File: src/rtl/muldiv_unit.sv
// Iterative RV32M multiply/divide unit for the EX stage.
// Radix-2 shift-add multiply and restoring divide on operand magnitudes, one bit per
// cycle, followed by a sign-fix cycle. Divide-by-zero and signed overflow skip the
// iteration and go straight to the fix cycle.
module muldiv_unit #(
    parameter int unsigned WIDTH = 32
) (
    input  logic             clk,
    input  logic             rst_n,
    input  logic             start,
    input  logic [2:0]       op,
    input  logic [WIDTH-1:0] opa,
    input  logic [WIDTH-1:0] opb,
    input  logic             flush,
    output logic             busy,
    output logic             done,
    output logic [WIDTH-1:0] result
);

    localparam int unsigned CntW = (WIDTH > 1) ? $clog2(WIDTH) : 1;

    typedef enum logic [1:0] {StIdle, StCalc, StFix} state_e;

    state_e             state_q, state_d;
    logic [CntW-1:0]    cnt_q, cnt_d;
    // Multiply: running product. Divide: {remainder, quotient/dividend}.
    logic [2*WIDTH-1:0] acc_q, acc_d;
    logic [WIDTH-1:0]   amag_q, amag_d;
    logic [WIDTH-1:0]   bmag_q, bmag_d;
    logic [2:0]         op_q, op_d;
    logic               neg_q, neg_d;    // negate product / quotient
    logic               aneg_q, aneg_d;  // dividend negative: negate remainder
    logic               spec_q, spec_d;  // fast path: acc low half already holds the answer
    logic               done_q, done_d;
    logic [WIDTH-1:0]   result_q, result_d;

    logic               in_asigned, in_bsigned, in_aneg, in_bneg;
    logic [WIDTH-1:0]   in_amag, in_bmag;
    logic               in_divzero, in_ovf;
    logic [WIDTH-1:0]   in_fast_res;
    logic [2*WIDTH-1:0] mul_next, div_next;
    logic [WIDTH:0]     mul_sum, div_shift;
    logic               div_ge;
    logic [WIDTH-1:0]   fix_res;
    logic [2*WIDTH-1:0] prod_s;

    // Decode the incoming request: operand signedness, magnitudes and special cases.
    always_comb begin
        in_asigned  = ~(op[0] & (op[1] | op[2]));
        in_bsigned  = (op == 3'b000) | (op == 3'b001) | (op == 3'b100) | (op == 3'b110);
        in_aneg     = in_asigned & opa[WIDTH-1];
        in_bneg     = in_bsigned & opb[WIDTH-1];
        in_amag     = in_aneg ? -opa : opa;
        in_bmag     = in_bneg ? -opb : opb;
        in_divzero  = op[2] & (opb == '0);
        in_ovf      = op[2] & ~op[0] & (opa == {1'b1, {(WIDTH-1){1'b0}}}) & (opb == '1);
        in_fast_res = '0;
        if (in_divzero) begin
            in_fast_res = op[1] ? opa : '1;
        end else if (in_ovf) begin
            in_fast_res = op[1] ? '0 : opa;
        end
    end

    // One iteration of shift-add multiply and of restoring divide.
    always_comb begin
        mul_sum   = {1'b0, acc_q[2*WIDTH-1:WIDTH]} + {1'b0, (acc_q[0] ? amag_q : '0)};
        mul_next  = {mul_sum, acc_q[WIDTH-1:1]};
        div_shift = acc_q[2*WIDTH-1:WIDTH-1];
        div_ge    = div_shift >= {1'b0, bmag_q};
        div_next  = {(div_ge ? (div_shift[WIDTH-1:0] - bmag_q) : div_shift[WIDTH-1:0]),
                     acc_q[WIDTH-2:0], div_ge};
    end

    // Sign correction and half selection for the final result.
    always_comb begin
        prod_s = neg_q ? -acc_q : acc_q;
        case (op_q)
            3'b000:                 fix_res = prod_s[WIDTH-1:0];
            3'b001, 3'b010, 3'b011: fix_res = prod_s[2*WIDTH-1:WIDTH];
            3'b100, 3'b101:         fix_res = neg_q ? -acc_q[WIDTH-1:0] : acc_q[WIDTH-1:0];
            default:                fix_res = aneg_q ? -acc_q[2*WIDTH-1:WIDTH]
                                                     : acc_q[2*WIDTH-1:WIDTH];
        endcase
        if (spec_q) begin
            fix_res = acc_q[WIDTH-1:0];
        end
    end

    // Next-state logic for the IDLE/CALC/FIX sequencer.
    always_comb begin
        state_d  = state_q;
        cnt_d    = cnt_q;
        acc_d    = acc_q;
        amag_d   = amag_q;
        bmag_d   = bmag_q;
        op_d     = op_q;
        neg_d    = neg_q;
        aneg_d   = aneg_q;
        spec_d   = spec_q;
        done_d   = 1'b0;
        result_d = result_q;
        case (state_q)
            StIdle: begin
                // flush wins over a simultaneous start
                if (start && !flush) begin
                    op_d   = op;
                    amag_d = in_amag;
                    bmag_d = in_bmag;
                    neg_d  = in_aneg ^ in_bneg;
                    aneg_d = in_aneg;
                    cnt_d  = '0;
                    if (in_divzero || in_ovf) begin
                        spec_d  = 1'b1;
                        acc_d   = {{WIDTH{1'b0}}, in_fast_res};
                        state_d = StFix;
                    end else begin
                        spec_d  = 1'b0;
                        acc_d   = {{WIDTH{1'b0}}, (op[2] ? in_amag : in_bmag)};
                        state_d = StCalc;
                    end
                end
            end
            StCalc: begin
                if (flush) begin
                    state_d = StIdle;
                end else begin
                    acc_d = op_q[2] ? div_next : mul_next;
                    cnt_d = cnt_q + CntW'(1);
                    if (cnt_q == CntW'(WIDTH - 1)) begin
                        state_d = StFix;
                    end
                end
            end
            StFix: begin
                state_d = StIdle;
                if (!flush) begin
                    result_d = fix_res;
                    done_d   = 1'b1;
                end
            end
            default: state_d = StIdle;
        endcase
    end

    // State, datapath and output registers.
    always_ff @(posedge clk or negedge rst_n) begin
        if (!rst_n) begin
            state_q  <= StIdle;
            cnt_q    <= '0;
            acc_q    <= '0;
            amag_q   <= '0;
            bmag_q   <= '0;
            op_q     <= '0;
            neg_q    <= 1'b0;
            aneg_q   <= 1'b0;
            spec_q   <= 1'b0;
            done_q   <= 1'b0;
            result_q <= '0;
        end else begin
            state_q  <= state_d;
            cnt_q    <= cnt_d;
            acc_q    <= acc_d;
            amag_q   <= amag_d;
            bmag_q   <= bmag_d;
            op_q     <= op_d;
            neg_q    <= neg_d;
            aneg_q   <= aneg_d;
            spec_q   <= spec_d;
            done_q   <= done_d;
            result_q <= result_d;
        end
    end

    assign busy   = (state_q != StIdle);
    assign done   = done_q;
    assign result = result_q;

endmodule
File: config.mk
export PLATFORM = sky130hd
export DESIGN_NAME = muldiv_unit
export DESIGN_NICKNAME = d
export VERILOG_FILES = /design/src/rtl/muldiv_unit.sv
export SDC_FILE = /design/constraint.sdc
export NUM_CORES = 1
export LEC_CHECK = 0
export CAP_MARGIN = 20
export CORE_MARGIN = 2
export CORE_UTILIZATION = 42
export CTS_BUF_LIST = sky130_fd_sc_hd__clkbuf_4 sky130_fd_sc_hd__clkbuf_8 sky130_fd_sc_hd__clkbuf_16
export DETAILED_ROUTE_END_ITERATION = 16
export PLACE_DENSITY = 0.64
export SYNTH_ARGS = -nofsm -noshare
export SYNTH_HDL_FRONTEND = slang
export SYNTH_SLANG_ARGS = --single-unit
File: constraint.sdc
create_clock -name clk -period 5 [get_ports clk]
set_input_delay 1.25 -clock clk [delete_from_list [all_inputs] [get_ports clk]]
set_output_delay 1.25 -clock clk [all_outputs]
set_load 0.02 [all_outputs]
==> out/summary.txt <==
most common cell after layout, fill and taps aside: nand2_1
crit share post-route: 86.3%
Critical-path top delay cell: or4b_2
syn_area_per_cell: 7.55 sq um
# nets final: 2,281
die height: 199 um
Starting Density: 42.4%
Post-synth EDFFs: 0
max cap viols: 0
drt first pass iters: 7
critical path launch point type: input port
GP Congestion: 1.02
crit path buf inv count: 2
first-iteration detailed-routing DRC count: 1,755
layout cells sized above 1: 5.82%
diodes inserted: 0
min-delay worst type: reg -> reg
Top delay family on crit path: simple AND/OR/NAND/NOR gates
die width: 199 um
RSZ-0062 raised after global routing: false
Async S/R FF share, synth: 100%
Die ar.: 39,400 sq um
Layout area overhead: 13.2%
CTS sink count: 174
pins over their slew limit: 0
largest net degree at the start of global routing: 75
drt total wl: 64,000 um
Ys Warns: 0
hold_ws: 0.471 ns
Root Buffer: clkbuf_16
actual slew at the worst max-slew pin: 1.07 ns
outcome: finished clean
crit end category: register
post-CTS sizing: 0
htree depth: 4
number of hold buffers added after CTS: 0
Max VDD drop: 0.000222 V
CTS tree: yes
Worst-Skew Late Latency: 0.47 ns
Post-CTS Setup Inserts: 0
Multi-input gate area: 10,700 sq um
via count: 16.6k
FMAX: 232 MHz
Vias/cell: 6.26
power per cell area: 508 nW/um^2
Filler Cell Count: 3,802
Pleak: 7.52 nW
Mapped Nets: 2,251
worst endpoint data arrival time: 4.64 ns
antenna violations before repair: 1
first-pass GRT wire length: 97,300 um
dpl hpwl: 49,900 um
Yosys reg bits: 174
I/O Buffers: 104
CP max FO: 15
number of global-route vias before repair: 15.7k
clock skew: 0.0168 ns
minimum clock period: 4.31 ns
Worst EP required: 5.33 ns
post-synth cell types: 77
Max-slew headroom: 28.4%
final setup fails: 0
clock slew at reported path FFs: 0.07 ns
max incr delay on CP: 0.64 ns
final hold viol count: 0
CORE AREA: 37,500 sq um
crit path cell chain: clkdlybuf4s50_1 > inv_1 > ha_1 > or4b_2 > nor3_1 > and3_1 > and2_1 > nand4b_1 > and2_1 > nand3_1 > o21ai_0 > a21oi_1 > o21ai_0
sequential-to-total area share from yosys stat: 27.4%
FF/Latch Area: 4360 sq um
Power Total: 9.15 mW
Inserted Clock Buffers: 17
final antenna-violating net count: 0
deepest clock path buffer count: 2
commonest non-fill, non-tap cells in the layout: 280 x nand2_1, 225 x o21ai_0, 212 x a21oi_1
Ports: 105
grt total ovfl: 0
# DRC: 0
DR WL/cell: 24.1 um
Cells after Synth: 2,107
# rows: 71
critical path class: in -> reg
Synth Cell Area: 15,900 sq um
dominant synthesized flop cell: dfrtp_1
setup_tns: 0 ns
total track usage: 32.8%
## final cells by class
class                           instances  area share [%]
Clock inverter                         13           0.577
Multi-Input combinational cell       1706            59.4
Timing Repair Buffer                  165            8.37
Tap cell                              511            3.55
Sequential cell                       174            24.2
Clock buffer                           18            2.40
Inverter                               73            1.52
## cells by family (layout without fill, tap and decap cells)
family	count (synthesis)	after routing	synth area share (%)
buffers and inverters	227	269	5.58
xor gates and xnor gates	185	185	10.2
and+or+nand+nor	682	682	20.2
muxes	57	57	3.62
DFF	174	174	27.4
adders and majority gates	73	73	5.84
AOI/OAI and AO/OA	709	709	27.2
## per-stage QoR
stage | utilization [%] | instance area [sq um] | worst slack (ns) | cells
finish | 48.0 | 18000 | 0.686 | 2660
floorplan | - | 15900 | 1.00 | 2107
global route | 48.0 | 18000 | 0.339 | 2660
global placement | 46.6 | 17500 | 0.272 | 2629
detailed placement | 46.6 | 17500 | 0.224 | 2629
CTS | 48.0 | 18000 | 0.722 | 2660
## power breakdown
group / leakage, nW / switching, mW / internal [mW] / total (mW)
logic: 5.05 / 3.24 / 2.17 / 5.42
registers: 2.20 / 0.714 / 1.71 / 2.43
clock network: 0.261 / 0.658 / 0.650 / 1.31
## worst min-delay path: cells and delay by family, from the launching register on
family | cells | cell delay (ns)
simple gates | 2 | 0.10
flops | 1 | 0.34
## sequential cells by signal, summed over array words and instances, names as in the netlist
| name | cells |
|---|---|
| acc_q | 64 |
| amag_q | 32 |
| aneg_q | 1 |
| bmag_q | 32 |
| cnt_q | 5 |
| done | 1 |
| neg_q | 1 |
| op_q | 3 |
| result | 32 |
| spec_q | 1 |
| state_q | 2 |
## path summary, 6_finish.rpt
check / slack (ns) / endpoint / startpoint / cells past startpoint
worst max-delay path: 0.69 / acc_q[29]$_DFFE_PN0P_ / opb[0] / 13
min in group asynchronous: 0.82 / done$_DFF_PN0_ / rst_n / 1
worst min-delay path: 0.47 / amag_q[10]$_DFFE_PN0P_ / amag_q[10]$_DFFE_PN0P_ / 2
worst min register to register: 0.47 / amag_q[10]$_DFFE_PN0P_ / amag_q[10]$_DFFE_PN0P_ / 2
max in group asynchronous: 3.29 / acc_q[54]$_DFFE_PN0P_ / rst_n / 2
worst max register to register: 0.74 / acc_q[63]$_DFFE_PN0P_ / acc_q[0]$_DFFE_PN0P_ / 16
## metal layers
layer	wire length, um	up-vias	part of all wire [%]	GRT usage, %
met2	28600	819	45	51.0
met1	28100	8049	44	45.6
li1	-	7636	-	-
met3	4830	140	7.5	4.78
met4	2590	0	4.0	13.1
met5	0	-	0	0
## synth_stat cells (9+ instances only)
library cell	n	area share (%)
o21ai_1	13	0.41
nor2_1	149	3.5
nor3_1	27	0.85
nor2b_1	17	0.67
a22o_1	11	0.61
a21oi_1	212	6.7
and3_1	10	0.39
mux2i_1	53	3.3
inv_1	72	1.7
a21o_1	35	1.7
o21ai_0	226	7.1
nor4_1	19	0.75
or4_1	15	0.71
or3_1	15	0.59
a31oi_1	16	0.63
buf_1	9	0.21
o31ai_1	18	0.85
and2_1	40	1.6
o21bai_1	9	0.42
dfrtp_1	174	27
a22oi_1	13	0.61
nand2_1	281	6.6
o211ai_1	19	0.90
o221ai_1	17	0.94
nand3_1	39	1.2
ha_1	71	5.6
o22ai_1	15	0.59
a211oi_1	9	0.42
clkbuf_1	133	3.1
xor2_1	82	4.5
nand4_1	22	0.87
nand2b_1	12	0.47
xnor2_1	103	5.7
a311oi_1	12	0.66
o41ai_1	12	0.66
o21a_1	14	0.66
a221oi_1	13	0.72
No activity file was read; power rests on OpenSTA's default activity.
